$ cat config.mk
export PLATFORM = sky130hd
export DESIGN_NAME = spi_reg_bridge
export DESIGN_NICKNAME = d
export VERILOG_FILES = /design/src/rtl/spi_reg_bridge.sv
export SDC_FILE = /design/constraint.sdc
export NUM_CORES = 1
export LEC_CHECK = 0
export CAP_MARGIN = 20
export CORE_MARGIN = 1
export CORE_UTILIZATION = 45
export CTS_CLUSTER_DIAMETER = 50
export DETAILED_ROUTE_END_ITERATION = 8
export MAX_ROUTING_LAYER = met4
export PLACE_DENSITY = 0.71
export SLEW_MARGIN = 30
export SYNTH_ARGS = -nofsm -noshare
export SYNTH_HDL_FRONTEND = slang
export SYNTH_SLANG_ARGS = --single-unit
$ cat constraint.sdc
create_clock -name clk -period 1.8 [get_ports clk]
set_clock_uncertainty 0.05 [all_clocks]
set_input_delay 0.18 -clock clk [delete_from_list [all_inputs] [get_ports clk]]
set_output_delay 0.18 -clock clk [all_outputs]
set_load 0.02 [all_outputs]
$ cat src/rtl/spi_reg_bridge.sv
// spi_reg_bridge: SPI slave that turns serial frames into register strobes.
//
// Frame: cs_n low, 8-bit header (bit7 = 1 write / 0 read, low ADDR_W bits =
// start address), then any number of DATA_W-bit data words. The address
// auto-increments after every completed word, so long frames are bursts.
//
// Ports
//   clk, rst_n          peripheral clock, asynchronous active-low reset
//   sclk, cs_n, mosi    SPI master signals (asynchronous to clk)
//   miso, miso_oe       serial read data and its output enable
//   wr_en, wr_data      one-clk write strobe and write word
//   rd_en, rd_data      one-clk read strobe; rd_data is sampled 1 clk later
//   addr                register address, valid with wr_en / rd_en
//   busy                a frame is in progress
//   frame_err           one-clk pulse when cs_n rises with a partial word
module spi_reg_bridge #(
    parameter int DATA_W = 8,
    parameter int ADDR_W = 7,
    parameter int CPOL   = 0,
    parameter int CPHA   = 0
) (
    input  logic              clk,
    input  logic              rst_n,
    input  logic              sclk,
    input  logic              cs_n,
    input  logic              mosi,
    output logic              miso,
    output logic              miso_oe,
    output logic              wr_en,
    output logic              rd_en,
    output logic [ADDR_W-1:0] addr,
    output logic [DATA_W-1:0] wr_data,
    input  logic [DATA_W-1:0] rd_data,
    output logic              busy,
    output logic              frame_err
);

    localparam int   CNT_W     = $clog2(DATA_W) + 1;
    localparam logic SCLK_IDLE = (CPOL != 0);

    typedef enum logic [1:0] {IDLE, HEADER, WR_DATA, RD_DATA} state_t;

    // Input synchronizers, preset to the bus idle levels.
    logic       sclk_s1_q, sclk_s2_q, sclk_old_q;
    logic       cs_s1_q, cs_s2_q;
    logic       mosi_s1_q, mosi_s2_q;
    logic [1:0] flush_q;

    always_ff @(posedge clk or negedge rst_n) begin
        if (!rst_n) begin
            sclk_s1_q  <= SCLK_IDLE;
            sclk_s2_q  <= SCLK_IDLE;
            sclk_old_q <= SCLK_IDLE;
            cs_s1_q    <= 1'b1;
            cs_s2_q    <= 1'b1;
            mosi_s1_q  <= 1'b0;
            mosi_s2_q  <= 1'b0;
            flush_q    <= 2'b00;
        end else begin
            sclk_s1_q  <= sclk;
            sclk_s2_q  <= sclk_s1_q;
            sclk_old_q <= sclk_s2_q;
            cs_s1_q    <= cs_n;
            cs_s2_q    <= cs_s1_q;
            mosi_s1_q  <= mosi;
            mosi_s2_q  <= mosi_s1_q;
            flush_q    <= {flush_q[0], 1'b1};
        end
    end

    logic sclk_rise, sclk_fall, lead_edge, trail_edge, sample_edge, shift_edge;

    assign sclk_rise   = ~sclk_old_q & sclk_s2_q;
    assign sclk_fall   = sclk_old_q & ~sclk_s2_q;
    assign lead_edge   = (CPOL != 0) ? sclk_fall : sclk_rise;
    assign trail_edge  = (CPOL != 0) ? sclk_rise : sclk_fall;
    assign sample_edge = (CPHA != 0) ? trail_edge : lead_edge;
    assign shift_edge  = (CPHA != 0) ? lead_edge : trail_edge;

    state_t              state_q, state_d;
    logic [CNT_W-1:0]    bit_cnt_q, bit_cnt_d;
    logic [DATA_W-1:0]   sh_q, sh_d;
    logic [DATA_W-1:0]   tx_q, tx_d;
    logic [ADDR_W-1:0]   addr_q, addr_d;
    logic [DATA_W-1:0]   wr_data_q, wr_data_d;
    logic                wr_en_q, wr_en_d;
    logic                rd_en_q, rd_en_d;
    logic                ld_q, ld_d;
    logic                frame_err_q, frame_err_d;
    logic                cs_armed_q, cs_armed_d;
    logic [DATA_W-1:0]   word_in;

    assign word_in = {sh_q[DATA_W-2:0], mosi_s2_q};

    always_comb begin
        state_d     = state_q;
        bit_cnt_d   = bit_cnt_q;
        sh_d        = sh_q;
        tx_d        = tx_q;
        addr_d      = addr_q;
        wr_data_d   = wr_data_q;
        wr_en_d     = 1'b0;
        rd_en_d     = 1'b0;
        ld_d        = rd_en_q;
        frame_err_d = 1'b0;
        // A frame may only start after cs_n has been seen high with the
        // synchronizer flushed, so a cs_n held low across reset is ignored.
        cs_armed_d  = cs_armed_q | (flush_q[1] & cs_s2_q);

        // addr stays stable while wr_en is high and advances right after.
        if (wr_en_q) begin
            addr_d = addr_q + ADDR_W'(1);
        end
        if (ld_q) begin
            tx_d = rd_data;
        end

        case (state_q)
            IDLE: begin
                if (cs_armed_q && !cs_s2_q) begin
                    state_d    = HEADER;
                    cs_armed_d = 1'b0;
                    bit_cnt_d  = '0;
                    sh_d       = '0;
                end
            end
            default: begin
                if (cs_s2_q) begin
                    state_d     = IDLE;
                    frame_err_d = (bit_cnt_q != '0);
                    bit_cnt_d   = '0;
                end else begin
                    if (sample_edge) begin
                        case (state_q)
                            HEADER: begin
                                sh_d = word_in;
                                if (bit_cnt_q == CNT_W'(7)) begin
                                    bit_cnt_d = '0;
                                    addr_d    = word_in[ADDR_W-1:0];
                                    if (word_in[7]) begin
                                        state_d = WR_DATA;
                                    end else begin
                                        state_d = RD_DATA;
                                        rd_en_d = 1'b1;
                                    end
                                end else begin
                                    bit_cnt_d = bit_cnt_q + CNT_W'(1);
                                end
                            end
                            WR_DATA: begin
                                sh_d = word_in;
                                if (bit_cnt_q == CNT_W'(DATA_W - 1)) begin
                                    bit_cnt_d = '0;
                                    wr_data_d = word_in;
                                    wr_en_d   = 1'b1;
                                end else begin
                                    bit_cnt_d = bit_cnt_q + CNT_W'(1);
                                end
                            end
                            RD_DATA: begin
                                if (bit_cnt_q == CNT_W'(DATA_W - 1)) begin
                                    bit_cnt_d = '0;
                                    addr_d    = addr_q + ADDR_W'(1);
                                    rd_en_d   = 1'b1;
                                end else begin
                                    bit_cnt_d = bit_cnt_q + CNT_W'(1);
                                end
                            end
                            default: ;
                        endcase
                    end
                    // The shift edge before a word's first sample (or the one
                    // closing the previous word) must keep the freshly loaded
                    // MSB on miso, hence the bit-count qualifier.
                    if (state_q == RD_DATA && shift_edge && bit_cnt_q != '0) begin
                        tx_d = {tx_q[DATA_W-2:0], 1'b0};
                    end
                end
            end
        endcase
    end

    always_ff @(posedge clk or negedge rst_n) begin
        if (!rst_n) begin
            state_q     <= IDLE;
            bit_cnt_q   <= '0;
            sh_q        <= '0;
            tx_q        <= '0;
            addr_q      <= '0;
            wr_data_q   <= '0;
            wr_en_q     <= 1'b0;
            rd_en_q     <= 1'b0;
            ld_q        <= 1'b0;
            frame_err_q <= 1'b0;
            cs_armed_q  <= 1'b0;
        end else begin
            state_q     <= state_d;
            bit_cnt_q   <= bit_cnt_d;
            sh_q        <= sh_d;
            tx_q        <= tx_d;
            addr_q      <= addr_d;
            wr_data_q   <= wr_data_d;
            wr_en_q     <= wr_en_d;
            rd_en_q     <= rd_en_d;
            ld_q        <= ld_d;
            frame_err_q <= frame_err_d;
            cs_armed_q  <= cs_armed_d;
        end
    end

    assign miso_oe   = (state_q == RD_DATA);
    assign miso      = miso_oe & tx_q[DATA_W-1];
    assign busy      = (state_q != IDLE);
    assign wr_en     = wr_en_q;
    assign rd_en     = rd_en_q;
    assign addr      = addr_q;
    assign wr_data   = wr_data_q;
    assign frame_err = frame_err_q;

endmodule
* After elaboration in Yosys (flattened, before gate mapping) *
Index checks and enable logic that the tools add are counted.
W data, S select, Z words.

word-level totals
  flip-flop bits (word level) = 50
  bits of input ports = 13
  output and inout bits = 21
  word-level logic and storage cells = 99

operators by class
  add/sub/neg operators = 2
  eq/ne operators = 6
  mux-type cells = 44
  bitwise operators = 9
  reductions and logical operators = 19

operators by type and width
  kind                   number
  $mux W7                11
  $mux W8                4
  $mux W4                6
  $mux W1                15
  $pmux W7 S2            1
  $mux W2                6
  $reduce_bool A3 Y1     4
  $reduce_and A4 Y1      2
  $add A7 B1 Y7 const B  1
  $reduce_bool A2 Y1     3
  $reduce_and A5 Y1      1
  $add A4 B1 Y4 const B  1
  $and A1 B1 Y1          4
  $eq A2 B2 Y1 const B   2
  $eq A4 B3 Y1 const B   1
  $not A1 Y1             4
  $reduce_bool A4 Y1     1
  $logic_and A1 B1 Y1    3
  $reduce_and A3 Y1      1
  $reduce_or A3 Y1       1
  $eq A2 B1 Y1 const B   1
  $logic_not A2 Y1       1
  $ne A2 B1 Y1 const B   1
  $ne A2 B2 Y1 const B   1
  other kinds (4)        4

* Logic depth before layout (Yosys ltp) *
  word-level depth = 7
  gate-level depth with buffers = 7
  gate-level depth less buffers = 5

* Least setup slack after synthesis *
No wires, ideal clock.

  path kind = register to register
  start = register bit_cnt_q[0]
  end = register addr_q[0] (netlist: addr[0])
  setup time = 138 ps
  arrival time = 1488 ps
  required time = 1612 ps
  path slack = 124 ps
  cell stages (with the launch flop) = 8
  buffers on the path = 2
  clock period less this slack = 1676 ps
  path through = dfrtp_1 ha_1 and3b_1 buf_4 and2_0 clkbuf_1 o32ai_1 a21oi_1

on the way
  longest elaborated chain between the ends = 6
  elaborated cells on any way between the ends = 7
  classes of those cells = 1 x eq/ne; 6 x mux

ends and longest elaborated chain
  item                               RTL line  source
  from (decl)                        81        logic [CNT_W-1:0] bit_cnt_q, bit_cnt_d;
  from (signal assigned)             198       bit_cnt_q <= bit_cnt_d;
  $eq A4 B3 Y1 *                     137, 161
  $mux W7, on equally long branches  161, 137
  $pmux W7 S2 *                      134       case (state_q)
  $mux W7 *                          133       if (sample_edge) begin
  $mux W7 *                          128       if (cs_s2_q) begin
  $mux W7 *                          118       case (state_q)
  net addr_d[0]                      84        logic [ADDR_W-1:0] addr_q, addr_d;
  to (signal assigned)               201       addr_q <= addr_d;
  to (decl)                          84

Mark *: on every way through the listed nets, which the timed path passes. The rest lies on a longest branch.
A chain may end at the register's enable or synchronous reset.

* Final worst setup path *
  start = register bit_cnt_q[1]
  end = register addr_q[5] (netlist: addr[5])

Same word-level chain as after synthesis.

==> flow_summary.json <==
{
  "core_area_sq_mm": 0.00475,
  "syn_to_final_growth_pct": 28.6,
  "hold_viol": 0,
  "clockBufferDepth": 2,
  "crit_fanout": 8,
  "combPwrFrac_pct": 5.9,
  "ys_seq_area_share_pct": 55.9,
  "antenna_cells": 0,
  "io_pins": 34,
  "gr-total-overflow": 0,
  "finalSetupTns_ns": 0,
  "clkSinkCount": 50,
  "grt_pass1_vias": 1624,
  "synthTopCellsByArea": "dfrtp_1 54%, mux2_2 4.5%, mux2i_1 4.0%",
  "finalCriticalPeriod_ns": 1.75,
  "first_iter_violations": 157,
  "syn_avg_cell_area_sq_um": 10.9,
  "wl_um": 4380,
  "max-cap-violations": 0,
  "r2r_cells": 5,
  "holdPathStages": 1,
  "worst_skew_pair.late_latency_ns": 0.30,
  "cp-start-kind": "register",
  "ir_drop_v": 0.000531,
  "wl_per_cell_um": 13.7,
  "start_util_pct": 47.2,
  "slew_viol_final": 0,
  "synth-edff-count": 0,
  "grt_pass1_wl_um": 7570,
  "synthesis.nets": 222,
  "nFillCells": 432,
  "synth-seq-cells": 50,
  "switching_power_mw": 0.450,
  "via_per_inst": 5.19,
  "yosys_warnings": 0,
  "synth_cell_type_count": 41,
  "crit_type": "register to register",
  "end_kind": "register",
  "root_buffer": "clkbuf_8",
  "portBuffers": 33,
  "min_path_type": "primary input to register",
  "dieArea_sq_mm": 0.00527,
  "p_seq_share_pct": 52.6,
  "async_flop_share_pct": 100,
  "drtAntennaViolNets": 0,
  "hp-start": "cs_n",
  "finalNetCount": 268,
  "r2r_slack_ns": 0.05,
  "intPower_mw": 1.76,
  "powerDensity_mw_per_mm2": 767,
  "finalCritPeriodShare_pct": 97.2,
  "clkTransAtPathRegs_ns": 0.09,
  "syn_inst": 206,
  "post-route-util_pct": 60.7,
  "die_height_um": 72.6,
  "grt_setup_unrepaired": "yes",
  "cts_tree": "built",
  "cellLeakagePower_nw": 1.24,
  "via_count": 1662,
  "htree_levels": 2,
  "finalSetupViolCount": 0,
  "swShare_pct": 20.3,
  "place_congestion": 0.858,
  "netlist_area_sq_mm": 0.00224,
  "dp_hpwl_um": 3080,
  "rows": 25,
  "r2r_end": "addr[5]",
  "drc": 0,
  "hold_end": "cs_s1_q",
  "synth_flop_cell": "dfrtp_1",
  "synth_common_cells": "48 x dfrtp_1, 19 x nand2_1, 16 x a21oi_1",
  "hold_slack_ns": 0.229,
  "antenna_found_initial": 0,
  "grt_usage_pct": 19.6,
  "first_pass_iters": 4,
  "netlist.area_leader.share_pct": 53.5,
  "die_width_um": 72.6,
  "numCtsBuffers": 5,
  "postLayoutCellArea_sq_mm": 0.00289,
  "synth_most_common_cell": "dfrtp_1",
  "postPlaceCellArea_sq_mm": 0.00272,
  "rr_startpoint": "bit_cnt_q[1]",
  "cp.arrival_ns": 1.91,
  "grt_max_degree": 51,
  "synth_area_leader_cell": "dfrtp_1",
  "required_ns": 1.96,
  "power.share.clock_pct": 41.5,
  "status": "finished, final reports clean",
  "max_freq_ghz": 0.571,
  "drive_gt1_share_pct": 16.2
}
-- sequential cells by signal, indices dropped and copies added (netlist names), 2 cells and up --
name,cells
addr,7
bit_cnt_q,4
flush_q,2
sh_q,7
state_q,2
tx_q,8
wr_data,8
-- cells in the final DEF, fill, tap and decap left out, types with 4 or more instances in the layout --
cell / instances
nor2_1: 10
buf_4: 13
a22o_1: 7
o21ai_0: 14
nor3_1: 4
mux2i_1: 9
mux2_2: 9
clkdlybuf4s50_1: 29
nand2_1: 19
nand3_1: 5
inv_1: 9
dfrtp_1: 45
a21oi_1: 16
clkbuf_8: 5
nand4_1: 8
-- worst max-delay path: stages (launching register included) --
cell	delay, ns
dfrtp_1	0.40
ha_2	0.21
and3b_2	0.27
a21oi_1	0.10
or4b_1	0.53
o311ai_1	0.09
-- what timing repair did --
action                                  CTS  global route
endpoints found under the setup margin    4             7
buffers inserted                          0             1
gates resized for setup                   5             5
hold endpoints to repair                 48             0
hold buffers                              1             0
-- logic make-up after synthesis --
| family | Yosys count | synth area share [%] |
|---|---|---|
| AOI/OAI and AO/OA | 51 | 14.3 |
| xor gates and xnor gates | 5 | 1.95 |
| adders and majority gates | 3 | 1.67 |
| buffers and inverters | 18 | 3.62 |
| DFF | 50 | 55.9 |
| muxes | 18 | 8.53 |
| other | 1 | 0.167 |
| and+or+nand+nor | 60 | 13.9 |
-- through the flow --
stage	setup WS [ns]	cells	power (mW)
after floorplan	0.124	206	1.23
after global placement	0.0583	310	1.32
after detailed placement	-0.00960	310	1.32
after CTS	0.0204	319	2.25
after global routing	-0.0414	320	2.31
final	0.0498	320	2.21
-- layout make-up --
| type | count | area, sq um | area share, % |
|---|---|---|---|
| well taps | 67 | 83.8 | 2.90 |
| clock inverters | 3 | 68.8 | 2.38 |
| inverters | 9 | 33.8 | 1.17 |
| multi-input cells | 138 | 921 | 31.9 |
| repair buffers | 48 | 453 | 15.7 |
| clock buffers | 5 | 68.8 | 2.38 |
| flip-flops and latches | 50 | 1260 | 43.6 |
-- how the worst max path moves through the flow --
stage	endpoint	slack [ns]	start	cells after the start
2_1_floorplan	addr[0]	0.12	bit_cnt_q[0]	7
3_3_place_gp	addr[5]	0.06	bit_cnt_q[1]	5
3_5_place_dp	addr[5]	-0.01	bit_cnt_q[1]	5
4_1_cts	miso	0.02	state_q[1]	2
5_1_grt	addr[5]	-0.04	bit_cnt_q[1]	5
6_report	addr[5]	0.05	bit_cnt_q[1]	5
-- power groups by stage --
| stage | clock network (mW) | logic [mW] | registers [mW] |
|---|---|---|---|
| 2_1_floorplan | 0 | 0.0525 | 1.18 |
| 3_3_place_gp | 0 | 0.131 | 1.19 |
| 3_5_place_dp | 0 | 0.132 | 1.19 |
| 4_1_cts | 0.950 | 0.133 | 1.16 |
| 5_1_grt | 0.994 | 0.147 | 1.17 |
| 6_report | 0.919 | 0.130 | 1.16 |
-- layer usage --
layer  routed length (um)  GRT usage (%)  up-vias
li1                     -              -      832
met1                 2220           26.0      785
met2                 1920           29.5       36
met3                  155           4.14        9
met4                   86           7.84        0
met5                    0              -        -
No activity file was read; power rests on OpenSTA's default activity.
